## src/rtl/lfsr_gen.sv

```systemverilog
`default_nettype none
// ============================================================================
// lfsr_gen : programmable Fibonacci XNOR LFSR pattern source, ready/valid out.
// Rev 1.0  : optional lock-up recovery under macro LFSR_LOCKUP_DET_EN.
// ============================================================================
module lfsr_gen #(
  parameter int unsigned      WIDTH    = 16,
  parameter int unsigned      COUNT_W  = 16,
  parameter logic [WIDTH-1:0] TAPS_RST = 16'hD008,
  parameter logic [WIDTH-1:0] SEED_RST = 16'h0001
) (
  input  logic               clk_i,
  input  logic               nreset_i,
  input  logic               cfg_wr_i,
  input  logic [1:0]         cfg_addr_i,
  input  logic [WIDTH-1:0]   cfg_data_i,
  output logic [WIDTH-1:0]   cfg_rdata_o,
  output logic               cfg_ack_o,
  input  logic               start_i,
  input  logic               abort_i,
  output logic               out_valid_o,
  input  logic               out_ready_i,
  output logic [WIDTH-1:0]   out_data_o,
  output logic               done_o,
  output logic [COUNT_W-1:0] count_o,
  output logic               lockup_o
);

  typedef enum logic [1:0] {
    S_IDLE = 2'd0,
    S_RUN  = 2'd1,
    S_DONE = 2'd2
  } fsm_t;

  logic [WIDTH-1:0]   seed_q, stop_q, taps_q;
  logic [1:0]         mode_q;
  logic               ack_q;

  fsm_t               fsm_q, fsm_d;
  logic [WIDTH-1:0]   state_q, state_d;
  logic [COUNT_W-1:0] count_q, count_d;
  logic               pulse_q, pulse_d;

  logic               hs;
  logic               stop_hit;
  logic [WIDTH-1:0]   next_state;

  assign hs         = (fsm_q == S_RUN) && out_ready_i;
  assign stop_hit   = mode_q[0] && (state_q == stop_q);
  assign next_state = {state_q[WIDTH-2:0], ~^(state_q & taps_q)};

  always_ff @(posedge clk_i) begin
    if (!nreset_i) begin
      seed_q <= SEED_RST;
      stop_q <= '0;
      taps_q <= TAPS_RST;
      mode_q <= '0;
      ack_q  <= 1'b0;
    end else begin
      ack_q <= cfg_wr_i;
      if (cfg_wr_i) begin
        case (cfg_addr_i)
          2'd0:    seed_q <= cfg_data_i;
          2'd1:    stop_q <= cfg_data_i;
          2'd2:    taps_q <= cfg_data_i;
          default: mode_q <= cfg_data_i[1:0];
        endcase
      end
    end
  end

  always_comb begin
    cfg_rdata_o = '0;
    case (cfg_addr_i)
      2'd0:    cfg_rdata_o = seed_q;
      2'd1:    cfg_rdata_o = stop_q;
      2'd2:    cfg_rdata_o = taps_q;
      default: cfg_rdata_o = {{(WIDTH-2){1'b0}}, mode_q};
    endcase
  end

  always_ff @(posedge clk_i) begin
    if (!nreset_i) begin
      fsm_q   <= S_IDLE;
      state_q <= '0;
      count_q <= '0;
      pulse_q <= 1'b0;
    end else begin
      fsm_q   <= fsm_d;
      state_q <= state_d;
      count_q <= count_d;
      pulse_q <= pulse_d;
    end
  end

`ifdef LFSR_LOCKUP_DET_EN
  logic lockup_q, lockup_d;

  always_ff @(posedge clk_i) begin
    if (!nreset_i) lockup_q <= 1'b0;
    else           lockup_q <= lockup_d;
  end

  assign lockup_o = lockup_q;
`else
  assign lockup_o = 1'b0;
`endif

  // Priority: abort, then start, then a downstream handshake.
  always_comb begin
    fsm_d   = fsm_q;
    state_d = state_q;
    count_d = count_q;
    pulse_d = 1'b0;
`ifdef LFSR_LOCKUP_DET_EN
    lockup_d = lockup_q;
`endif
    if (abort_i) begin
      fsm_d = S_IDLE;
    end else if (start_i) begin
      fsm_d   = S_RUN;
      state_d = seed_q;
      count_d = '0;
`ifdef LFSR_LOCKUP_DET_EN
      lockup_d = 1'b0;
`endif
    end else if (hs) begin
      if (count_q != {COUNT_W{1'b1}}) count_d = count_q + 1'b1;
      if (stop_hit) begin
        if (mode_q[1]) begin
          state_d = seed_q;
          pulse_d = 1'b1;
        end else begin
          fsm_d = S_DONE;
        end
      end
`ifdef LFSR_LOCKUP_DET_EN
      else if (state_q == {WIDTH{1'b1}}) begin
        state_d  = '0;
        lockup_d = 1'b1;
      end
`endif
      else begin
        state_d = next_state;
      end
    end
  end

  assign out_valid_o = (fsm_q == S_RUN);
  assign out_data_o  = state_q;
  assign done_o      = (fsm_q == S_DONE) || pulse_q;
  assign count_o     = count_q;
  assign cfg_ack_o   = ack_q;

endmodule
`default_nettype wire

```

## config.mk

```make
export PLATFORM = sky130hd
export DESIGN_NAME = lfsr_gen
export DESIGN_NICKNAME = d
export VERILOG_FILES = /design/src/rtl/lfsr_gen.sv
export SDC_FILE = /design/constraint.sdc
export NUM_CORES = 1
export LEC_CHECK = 0
export CORE_MARGIN = 2
export CORE_UTILIZATION = 52
export DETAILED_ROUTE_END_ITERATION = 16
export MAX_ROUTING_LAYER = met4
export PLACE_DENSITY = 0.79
export RECOVER_POWER = 100
export SLEW_MARGIN = 20
export SYNTH_ARGS = -nofsm -noshare
export SYNTH_HDL_FRONTEND = slang
export SYNTH_SLANG_ARGS = --single-unit
```

## constraint.sdc

```tcl
create_clock -name clk_i -period 2.35 [get_ports clk_i]
set_clock_uncertainty 0.05 [all_clocks]
set_input_delay 0.3525 -clock clk_i [delete_from_list [all_inputs] [get_ports clk_i]]
set_output_delay 0.3525 -clock clk_i [all_outputs]
set_load 0.02 [all_outputs]
```

==> key figures, run 1 <==
Outcome
  – Result of the run: finished, final reports clean

Pwr
  – Clock share of power: 0.373
  – Relative contribution of combinational cells to total power: 0.142
  – Leakage Power: roughly 2.1 nW
  – Overall power: 3.22 mW
  – Switching part of the total: 0.253
  – Flop pwr share: 0.485
  – Design internal power: 2.41 mW
  – Switching pwr: 0.816 mW
  – Pwr/cell area: ~600 nW/um^2
  – VDD IR max: 405 uV

Timing
  – Worst-case setup margin in the final layout: 0.116 ns
  – Tightest slew margin relative to the limit: 0.484
  – RSZ-0062 raised after global routing: no
  – Transition time at the pin with the least slew margin: between 0.7 and 0.8 ns
  – Share of the clock period used by the worst path after layout: 0.951
  – Count of endpoints failing hold in the final timing report: 0
  – Count of final max-slew check failures: 0
  – Setup Viol. Count Final: 0
  – Fmax: about 450 MHz
  – Final critical-path required period: 2.23 ns

Cells and area
  – Area overhead of the layout relative to synthesis: 28.8%
  – # diodes: 0
  – Layout Nets: between 600 and 700
  – Fraction of final layout cells sized beyond drive strength 1: 0.0759

Routing
  – Mean number of vias per cell: 5.56
  – DRC violation count after routing: 0
  – Number of vias after detailed routing: 3,935
  – First DRT Iteration DRCs: slightly above 300
  – Final routed wire length divided by cell count: 15.8 um
  – Count of nets left with antenna violations after detail routing: 0
  – Total wire length: roughly 11,000 um
  – Count of TritonRoute iterations in the first routing pass: 7

Synth
  – Synthesized instance count: about 520
  – Number of enable flip-flop cells after synthesis: 0
  – Mapped cell area: 4110 um^2
  – Share of synthesized area occupied by flip-flops and latches: 0.419
  – Post-synthesis cell type with the largest combined area: sky130_fd_sc_hd__dfxtp_1
  – Post-synthesis net count: 541
  – Count of distinct cell types in the synthesized netlist: 40
  – Commonest register cell after synthesis: sky130_fd_sc_hd__dfxtp_1
  – Top cell type's share of synthesized area: 0.419
  – Synth top area cells: sky130_fd_sc_hd__dfxtp_1 42%, sky130_fd_sc_hd__nand2_1 15%, sky130_fd_sc_hd__a21boi_0 7.5%, sky130_fd_sc_hd__xor2_1 4.9%, sky130_fd_sc_hd__xnor2_1 4.5%
  – Count of synthesis-stage warnings from yosys: 0
  – Total of flip-flops plus latches after synthesis: between 80 and 90
  – FFs w/ async S/R, synth: 0
  – Mean instance size in the synthesized netlist: 7.97 um^2

Critical path
  – Data required time at the worst endpoint: 1.95 ns
  – Worst Path Max Fanout: 7
  – Flop2flop setup slack: 0.17 ns
  – Type of the worst setup path: in2out
  – Cell chain of the critical path: clkdlybuf4s50_1 -> clkbuf_4 -> mux2i_1 -> o21ai_0 -> dlygate4sd2_1
  – Critical Path Source Type: input pin
  – Endpoint class of the critical path: output pin
  – Buffering stage count on the worst path with inverters included: 3
  – Library cell contributing the largest single delay on the critical path: sky130_fd_sc_hd__clkdlybuf4s50_1
  – Crit path max-delay family: buffers and inverters
  – Worst path arrival time: 1.83 ns
  – Delay of the slowest cell on the worst path: approximately 0.54 ns

Die
  – Die Area: ~8600 um^2
  – Core Area: ~7700 um^2
  – Starting Density: 0.535
  – Height of the die: 92.9 um
  – Count of standard-cell rows: 32
  – Floorplan die width: 92.9 um
  – Ports: 76

CTS
  – CTS root buf: sky130_fd_sc_hd__clkbuf_8
  – Clock Tree Buf Depth: 2
  – CTS tree: yes
  – Clock insertion delay at the later pin of the skew report: 0.35 ns
  – Clock sink total: 86
  – Number of buffers created by CTS: 9
  – Hold-fix buffers, CTS: 0
  – Number of setup buffers added after CTS: 0
  – Clk slew on worst S/H paths: 0.08 ns
  – Total number of H-tree levels: 3

Global route
  – Largest net degree at the start of global routing: 38
  – Total global routing overflow: 0
  – Vias in the first global route: roughly 3,800
  – Antenna violations before repair: 0
  – Wire length of the first global-routing pass: 18,400 um
  – Aggregate global-route resource usage: 0.276

Place
  – IO Port Bufs: 74
  – Worst slack, placed: -0.188 ns
  – Detailed placer's ending HPWL: 7930 um
  – GPL Wtd Cong: slightly below 0.9

Job
  – Number of max-cap violations: 0

Hold path
  – Path class of the lowest-slack min-delay path: in2reg
==> cell usage after synthesis, types with 2 or more instances <==
cell type and instances:
sky130_fd_sc_hd__nand2_1 166, sky130_fd_sc_hd__dfxtp_1 86, sky130_fd_sc_hd__a21boi_0 41, sky130_fd_sc_hd__xor2_1 23, sky130_fd_sc_hd__clkbuf_1 22, sky130_fd_sc_hd__xnor2_1 21, sky130_fd_sc_hd__nor2_1 19, sky130_fd_sc_hd__o21ai_0 19
sky130_fd_sc_hd__nand3_1 18, sky130_fd_sc_hd__a31oi_1 16, sky130_fd_sc_hd__mux2i_1 16, sky130_fd_sc_hd__o21ai_1 15, sky130_fd_sc_hd__nand4_1 6, sky130_fd_sc_hd__and3_1 4, sky130_fd_sc_hd__nor3_1 4, sky130_fd_sc_hd__buf_2 3
sky130_fd_sc_hd__nor2b_1 3, sky130_fd_sc_hd__a21boi_1 2, sky130_fd_sc_hd__a21oi_1 2, sky130_fd_sc_hd__and2_1 2, sky130_fd_sc_hd__and3b_1 2, sky130_fd_sc_hd__and4_1 2, sky130_fd_sc_hd__buf_1 2, sky130_fd_sc_hd__buf_4 2
sky130_fd_sc_hd__inv_1 2, sky130_fd_sc_hd__mux4_2 2, sky130_fd_sc_hd__nand2b_1 2, sky130_fd_sc_hd__nand3b_1 2
==> registers in the layout (all words and copies together) (netlist names) <==
register	flops
stop_q	16
count_o	16
fsm_q	2
out_data_o	16
cfg_ack_o	1
pulse_q	1
mode_q	2
seed_q	16
taps_q	16
==> worst paths after layout <==
path	from	endpoint	cells after the start
min	nreset_i	seed_q[0]	2
max	cfg_addr_i[1]	cfg_rdata_o[11]	5
max reg2reg	out_data_o[13]	out_data_o[14]	8
min reg2reg	seed_q[5]	seed_q[5]	2
==> logic make-up (layout without fill, tap and decap cells) <==
| kind of cell | count (synthesis) | in the layout | synth area share |
|---|---|---|---|
| adder cells (fa/ha/maj) | 1 | 1 | 0.00304 |
| flip-flops | 86 | 86 | 0.419 |
| AND/OR/NAND/NOR | 234 | 234 | 0.242 |
| AO/OA/AOI/OAI | 100 | 100 | 0.158 |
| multiplexers | 18 | 18 | 0.0499 |
| buffers and inverters | 32 | 122 | 0.0338 |
| XOR/XNOR | 44 | 44 | 0.0938 |
| other | 1 | 1 | 0.000912 |
==> worst reg2reg max path: stages (launching register included) <==
cell and delay (ns):
sky130_fd_sc_hd__dfxtp_1 0.48, sky130_fd_sc_hd__xnor2_1 0.17, sky130_fd_sc_hd__nand4_1 0.15, sky130_fd_sc_hd__nor2_1 0.34, sky130_fd_sc_hd__nand3_1 0.15, sky130_fd_sc_hd__o31a_1 0.30
sky130_fd_sc_hd__buf_12 0.17, sky130_fd_sc_hd__o21ai_0 0.20, sky130_fd_sc_hd__a31oi_1 0.07
==> per-stage QoR <==
step                TNS (ns)  std cells  instance area, um^2  utilization  hold slack (ns)
floorplan                  0        516                 4110            -            0.398
global placement       -2.11        694                 5110        0.664            0.407
detailed placement     -2.75        694                 5110        0.664            0.419
CTS                        0        708                 5310        0.691            0.406
global route               0        708                 5290        0.688            0.451
finish                     0        708                 5290        0.688            0.420
==> power groups by stage <==
stage               logic [mW]  clock network (mW)  registers, mW
global placement         0.471                   0           1.60
finish                   0.459                1.20           1.56
detailed placement       0.479                   0           1.60
CTS                      0.471                1.21           1.56
global route             0.496                1.26           1.57
floorplan                0.241                   0           1.61
==> placed cells by master (no fill, tap or decap), types with 2 or more instances in the layout <==
cell type / instances
sky130_fd_sc_hd__nand2_1: 166
sky130_fd_sc_hd__dfxtp_1: 86
sky130_fd_sc_hd__a21boi_0: 42
sky130_fd_sc_hd__dlygate4sd3_1: 36
sky130_fd_sc_hd__o21ai_0: 33
sky130_fd_sc_hd__xor2_1: 23
sky130_fd_sc_hd__buf_4: 22
sky130_fd_sc_hd__xnor2_1: 21
sky130_fd_sc_hd__clkdlybuf4s50_1: 20
sky130_fd_sc_hd__nor2_1: 19
sky130_fd_sc_hd__nand3_1: 18
sky130_fd_sc_hd__mux2i_1: 16
sky130_fd_sc_hd__a31oi_1: 16
sky130_fd_sc_hd__dlygate4sd2_1: 16
sky130_fd_sc_hd__clkbuf_8: 9
sky130_fd_sc_hd__nand4_1: 6
sky130_fd_sc_hd__clkbuf_1: 6
sky130_fd_sc_hd__nor3_1: 4
sky130_fd_sc_hd__and3_1: 4
sky130_fd_sc_hd__nor2b_1: 3
sky130_fd_sc_hd__a21oi_1: 3
sky130_fd_sc_hd__bufinv_16: 3
sky130_fd_sc_hd__clkbuf_4: 3
sky130_fd_sc_hd__mux4_2: 2
sky130_fd_sc_hd__inv_1: 2
sky130_fd_sc_hd__nand3b_1: 2
sky130_fd_sc_hd__and4_1: 2
sky130_fd_sc_hd__and2_1: 2
sky130_fd_sc_hd__and3b_1: 2
sky130_fd_sc_hd__nand2b_1: 2
sky130_fd_sc_hd__buf_12: 2
==> what timing repair did <==
item	4_1_cts	5_1_grt
gates cloned	0	0
resized for setup	16	2
endpoints found under the setup margin	16	11
==> per-layer routing <==
metal	track usage	share of wire
met1	0.363	0.44
met2	0.440	0.47
met3	0.0391	0.067
met4	0.0944	0.022
met5	-	0
==> layout make-up <==
class	count	area, um^2
sequential	86	1720
timing repair buffer	106	965
clock buffer	10	128
clock inverter	4	97.6
multi-input combinational	398	2250
inverter	2	7.51
fill	651	2390
tap	102	128
Note: power is estimated with default switching activity, not from simulation.
==> run 2, diff against run 1 <==
- CORE_UTILIZATION: 52 -> 53
- CTS_BUF_LIST: not set -> sky130_fd_sc_hd__clkbuf_4
- PLACE_DENSITY: 0.79 -> 0.81
==> key figures, run 2 (synthesis gave the netlist of run 1 again) <==
Global route
  – Antenna violations before repair: 0 (unchanged)
  – Wire length of the first global-routing pass: 18,800 um (+2.4%)
  – Aggregate global-route resource usage: 0.288 (+0.0115)
  – Vias in the first global route: 3,782 (+0.11%)
  – Total global routing overflow: 0 (unchanged)
  – Largest net degree at the start of global routing: 34 (-11%)

CTS
  – CTS root buf: sky130_fd_sc_hd__clkbuf_4
  – Number of setup buffers added after CTS: 0 (unchanged)
  – Total number of H-tree levels: 3 (unchanged)
  – Clock Tree Buf Depth: 2 (unchanged)
  – Clk slew on worst S/H paths: 0.12 ns (+0.04 ns)
  – Number of buffers created by CTS: 9 (unchanged)
  – Clock sink total: 86 (unchanged)
  – Clock insertion delay at the later pin of the skew report: 0.43 ns (+0.08 ns)
  – CTS tree: yes
  – Hold-fix buffers, CTS: 0 (unchanged)
  – Post-cts gate resize count: 16 (unchanged)

Cells and area
  – Fraction of final layout cells sized beyond drive strength 1: 0.0663 (-0.00957)
  – Most common library cell in the layout ignoring fill and taps: sky130_fd_sc_hd__nand2_1
  – Area overhead of the layout relative to synthesis: 24.6%
  – Post-route cell area: 5120 um^2 (-3.2%)
  – Commonest cells after routing, fill and taps aside: 166 x sky130_fd_sc_hd__nand2_1, 86 x sky130_fd_sc_hd__dfxtp_1, 43 x sky130_fd_sc_hd__a21boi_0, 36 x sky130_fd_sc_hd__dlygate4sd3_1, 23 x sky130_fd_sc_hd__xor2_1
  – # diodes: 0 (unchanged)
  – Count of filler cells inserted in the layout: 660 (+1.4%)
  – Post-layout instance count excluding filler cells: 705 (-0.42%)
  – Layout Nets: 624 (-0.64%)

Timing
  – Transition time at the pin with the least slew margin: 0.917 ns (+0.143 ns)
  – Fmax: 432 MHz (-3.5%)
  – Count of endpoints failing hold in the final timing report: 0 (unchanged)
  – Final critical-path required period: 2.32 ns (+0.0822 ns)
  – Tightest slew margin relative to the limit: 0.389 (-0.0952)
  – Share of the clock period used by the worst path after layout: 0.986 (+0.0350)
  – Count of final max-slew check failures: 0 (unchanged)
  – Setup Viol. Count Final: 0 (unchanged)
  – RSZ-0062 raised after global routing: no

Routing
  – Mean number of vias per cell: 5.58 (+0.37%)
  – Total wire length: 11,300 um (+0.88%)
  – First DRT Iteration DRCs: 302 (unchanged)
  – Number of vias after detailed routing: 3,933 (-0.051%)
  – Count of nets left with antenna violations after detail routing: 0 (unchanged)
  – Final routed wire length divided by cell count: 16.0 um (+1.3%)
  – DRC violation count after routing: 0 (unchanged)
  – Count of TritonRoute iterations in the first routing pass: 4 (-3)

Pwr
  – Overall power: 2.83 mW (-12%)
  – VDD IR max: 390 uV (-3.7%)
  – Leakage Power: 2.02 nW (-4.6%)
  – Pwr/cell area: 552 nW/um^2 (-9.4%)

Outcome
  – Result of the run: finished, final reports clean

Critical path
  – Data required time at the worst endpoint: 1.95 ns (about the same)
  – Buffering stage count on the worst path with inverters included: 3 (unchanged)
  – Delay of the slowest cell on the worst path: 0.54 ns (about the same)
  – Cell chain of the critical path: clkdlybuf4s50_1 -> buf_4 -> mux4_2 -> dlygate4sd2_1
  – Type of the worst setup path: in2out
  – Endpoint class of the critical path: output pin
  – Critical Path Source Type: input pin
  – Worst Path Max Fanout: 4 (-3)
  – Crit path max-delay family: buffers and inverters
  – Library cell contributing the largest single delay on the critical path: sky130_fd_sc_hd__clkdlybuf4s50_1
  – Worst path arrival time: 1.91 ns (+0.08 ns)

Die
  – Core Area: 7610 um^2 (-1.0%)
  – Count of standard-cell rows: 32 (unchanged)
  – Starting Density: 0.540 (+0.00563)
  – Height of the die: 92.1 um (-0.91%)
  – Ports: 76 (unchanged)
  – Floorplan die width: 92.1 um (-0.91%)
  – Die Area: 8480 um^2 (-1.8%)

Place
  – Detailed placer's ending HPWL: 8250 um (+4.0%)
  – Number of placed instances, taps included: 690 (-0.58%)
  – GPL Wtd Cong: 0.987 (+12%)
  – Area after DPL: 5050 um^2 (-1.1%)
  – IO Port Bufs: 74 (unchanged)

Hold path
  – Path class of the lowest-slack min-delay path: in2reg

Job
  – Number of max-cap violations: 0 (unchanged)
## run 2: cell types whose count changed in the layout (fill, tap and decap cells not counted), moves of 2 or more
cell / delta
sky130_fd_sc_hd__buf_12: -2
sky130_fd_sc_hd__buf_4: -4
sky130_fd_sc_hd__bufinv_16: -2
sky130_fd_sc_hd__clkbuf_1: +4
sky130_fd_sc_hd__clkbuf_4: +7
sky130_fd_sc_hd__clkbuf_8: -9
sky130_fd_sc_hd__clkinv_2: +2
sky130_fd_sc_hd__o21ai_0: -13
sky130_fd_sc_hd__o21ai_1: +13
## run 2: area by class of cell
type,instances,area [um^2],area share
multi-input cells,398,2250,0.439
flip-flops and latches,86,1720,0.336
clock inverters,5,51.3,0.0100
clock buffers,10,75.1,0.0147
well taps,102,128,0.0249
repair buffers,102,888,0.173
inverters,2,7.51,0.00147
## run 2: final timing paths
kind                                      from        endpoint  slack (ns)  cells after the start
worst min register to register       seed_q[0]   out_data_o[0]        0.45                      2
worst max-delay path             cfg_addr_i[0]  cfg_rdata_o[0]        0.03                      4
worst min-delay path                  nreset_i       seed_q[0]        0.22                      2
worst max register to register  out_data_o[15]  out_data_o[10]        0.15                      6
## run 2: power breakdown
part	internal, mW	switching [mW]
Clock	0.324	0.487
Combinational	0.194	0.249
Sequential	1.51	0.0641
Total	2.03	0.800
## run 2: metal layers
layer,routed length (um),track usage,up-vias,part of all wire
met5,0,-,-,0
met1,4930,0.363,1847,0.44
met2,5200,0.453,165,0.46
met3,748,0.0427,34,0.066
li1,-,-,1887,-
met4,383,0.143,0,0.034
## run 2: worst register-to-register path, stage by stage (launching register included)
cell,delay (ns)
sky130_fd_sc_hd__dfxtp_1,0.43
sky130_fd_sc_hd__xor2_1,0.26
sky130_fd_sc_hd__nor4_1,0.09
sky130_fd_sc_hd__and3_1,0.22
sky130_fd_sc_hd__a31oi_2,0.75
sky130_fd_sc_hd__nand2_1,0.14
sky130_fd_sc_hd__a31oi_1,0.21
## run 2: through the flow
stage	setup slack, ns	util	hold WS (ns)	TNS, ns
4_1_cts	0.0379	0.678	0.200	0
3_3_place_gp	-0.143	0.664	0.422	-1.61
3_5_place_dp	-0.180	0.664	0.428	-1.78
2_1_floorplan	0.305	-	0.398	0
6_report	0.0336	0.673	0.221	0
5_1_grt	0.0122	0.673	0.216	0
==> run 3, diff against run 2 <==
- CORE_UTILIZATION: 53 -> 54
- PLACE_DENSITY: 0.81 -> 0.82
==> key figures, run 3 (synthesis gave the netlist of run 1 again) <==
Place
  – IO Port Bufs: 74 (unchanged)
  – Area after DPL: 5040 um^2 (-0.27%)
  – Detailed placer's ending HPWL: 7830 um (-5.1%)
  – GPL Wtd Cong: 0.877 (-11%)

Cells and area
  – Count of filler cells inserted in the layout: 580 (-12%)
  – Fraction of final layout cells sized beyond drive strength 1: 0.0672 (+0.000892)
  – Area used by multi-input combinational logic: 2260 um^2 (+0.39%)
  – Post-route cell area: 5170 um^2 (+1.1%)
  – Most common library cell in the layout ignoring fill and taps: sky130_fd_sc_hd__nand2_1
  – # diodes: 0 (unchanged)
  – Area overhead of the layout relative to synthesis: 25.9%
  – Total area of sequential cells: 1720 um^2 (unchanged)
  – Commonest cells after routing, fill and taps aside: 166 x sky130_fd_sc_hd__nand2_1, 86 x sky130_fd_sc_hd__dfxtp_1, 41 x sky130_fd_sc_hd__a21boi_0, 36 x sky130_fd_sc_hd__dlygate4sd3_1, 30 x sky130_fd_sc_hd__o21ai_0
  – Layout Nets: 616 (-1.3%)

Hold path
  – Path class of the lowest-slack min-delay path: in2reg
  – Min-Delay Path Depth: 2 (unchanged)
  – Hold-critical path endpoint: seed_q[0]
  – Startpoint of the most critical hold path: nreset_i

Die
  – Height of the die: 91.2 um (-0.89%)
  – Die Area: 8330 um^2 (-1.8%)
  – Ports: 76 (unchanged)
  – Count of standard-cell rows: 31 (-3.1%)
  – Floorplan die width: 91.2 um (-0.89%)
  – Starting Density: 0.561 (+0.0204)
  – Core Area: 7330 um^2 (-3.6%)

Pwr
  – VDD IR max: 336 uV (-14%)
  – Leakage Power: 2.04 nW (+0.85%)
  – Pwr/cell area: 569 nW/um^2 (+3.1%)

CTS
  – Number of setup buffers added after CTS: 0 (unchanged)
  – Total number of H-tree levels: 3 (unchanged)
  – Clk slew on worst S/H paths: 0.13 ns (about the same)
  – CTS root buf: sky130_fd_sc_hd__clkbuf_4
  – CTS tree: yes
  – Clock sink total: 86 (unchanged)
  – Hold-fix buffers, CTS: 0 (unchanged)
  – Number of buffers created by CTS: 9 (unchanged)
  – Clock Tree Buf Depth: 2 (unchanged)
  – Clock insertion delay at the later pin of the skew report: 0.43 ns (about the same)

Timing
  – Count of endpoints failing hold in the final timing report: 0 (unchanged)
  – Share of the clock period used by the worst path after layout: 0.953 (-0.0328)
  – Count of final max-slew check failures: 0 (unchanged)
  – Setup_tns: 0 ns (unchanged)
  – Setup Viol. Count Final: 0 (unchanged)
  – Fmax: 447 MHz (+3.4%)
  – Final critical-path required period: 2.24 ns (-0.0772 ns)
  – Transition time at the pin with the least slew margin: 0.821 ns (-0.0962 ns)
  – Tightest slew margin relative to the limit: 0.453 (+0.0641)

Routing
  – Number of vias after detailed routing: 3,868 (-1.7%)
  – Count of nets left with antenna violations after detail routing: 0 (unchanged)
  – Final routed wire length divided by cell count: 16.0 um (about the same)
  – Total wire length: 11,100 um (-1.5%)
  – DRC violation count after routing: 0 (unchanged)
  – Mean number of vias per cell: 5.57 (about the same)
  – First DRT Iteration DRCs: 328 (+8.6%)
  – Count of TritonRoute iterations in the first routing pass: 5 (+1)

Global route
  – Total global routing overflow: 0 (unchanged)
  – Antenna violations before repair: 0 (unchanged)
  – Aggregate global-route resource usage: 0.283 (-0.00525)
  – Vias in the first global route: 3,721 (-1.6%)
  – Wire length of the first global-routing pass: 18,400 um (-2.3%)
  – Largest net degree at the start of global routing: 41 (+21%)

Outcome
  – Result of the run: finished, final reports clean

Critical path
  – Worst path arrival time: 2.50 ns (+0.59 ns)
  – Type of the worst setup path: reg2reg
  – CP Launch Point: out_data_o[14]
  – Data required time at the worst endpoint: 2.61 ns (+0.66 ns)
  – Reg2Reg Depth: 8 (+2)
  – Critical R2R Launch: out_data_o[14]
  – Endpoint class of the critical path: flip-flop
  – Flop2flop setup slack: 0.11 ns (-0.04 ns)
  – Reg-to-reg endpoint: out_data_o[1]
  – Worst Path Max Fanout: 32 (+28)
  – Critical Path Source Type: flip-flop

Job
  – Number of max-cap violations: 0 (unchanged)
run 3: cell count changes in the layout (fill, tap and decap cells not counted), sizes merged:
cell / change
clkinv: -2
bufinv: +1
clkbuf: -9
clkinvlp: +2
run 3: worst max path at each step:
stage / end / slack, ns / cells past startpoint
after global placement: cfg_rdata_o[10] / -0.11 / 5
after detailed placement: cfg_rdata_o[10] / -0.13 / 5
after CTS: out_data_o[2] / 0.08 / 6
after floorplan: cfg_rdata_o[10] / 0.30 / 4
final: out_data_o[1] / 0.11 / 8
after global routing: out_data_o[1] / -0.03 / 7
run 3: critical path: stages, from the launching register on:
cell and delay, ns:
sky130_fd_sc_hd__dfxtp_1 0.46, sky130_fd_sc_hd__xnor2_1 0.16, sky130_fd_sc_hd__nand4_1 0.14, sky130_fd_sc_hd__nor2_1 0.35
sky130_fd_sc_hd__nand3_1 0.17, sky130_fd_sc_hd__o31a_1 0.28, sky130_fd_sc_hd__buf_4 0.23, sky130_fd_sc_hd__o21ai_0 0.20
sky130_fd_sc_hd__a31oi_1 0.06
run 3: final cells by class:
class	count	area share
inverter	2	0.00145
clock buffer	9	0.0131
multi-input combinational	398	0.436
timing repair buffer	94	0.176
clock inverter	6	0.0169
tap	99	0.0239
sequential	86	0.333
run 3: power breakdown:
group          internal, mW  total (mW)  switching [mW]
Sequential             1.51        1.57          0.0561
Combinational         0.200       0.453           0.253
Clock                 0.423       0.927           0.503
Total                  2.13        2.95           0.813
run 3: what timing repair did:
action | 4_1_cts | 5_1_grt
gates cloned | 0 | 0
setup endpoints to repair | 16 | 4
pin swaps | 0 | 0
endpoints found under the hold margin | 0 | 0
gates resized for setup | 16 | 1
run 3: metrics by stage:
step	setup WS [ns]	std cells	hold slack (ns)	util	total power [mW]
2_1_floorplan	0.305	516	0.398	-	1.85
4_1_cts	0.0814	694	0.321	0.706	2.96
3_3_place_gp	-0.107	679	0.414	0.687	2.05
5_1_grt	-0.0266	694	0.337	0.706	3.07
3_5_place_dp	-0.132	679	0.426	0.687	2.06
6_report	0.111	694	0.321	0.706	2.95
run 3: per-layer routing:
metal | share of wire | up-vias | GRT usage | wire [um]
li1 | - | 1873 | - | -
met1 | 0.42 | 1812 | 0.358 | 4610
met2 | 0.50 | 166 | 0.459 | 5550
met3 | 0.069 | 17 | 0.0465 | 766
met4 | 0.014 | 0 | 0.101 | 159
met5 | 0 | - | - | 0
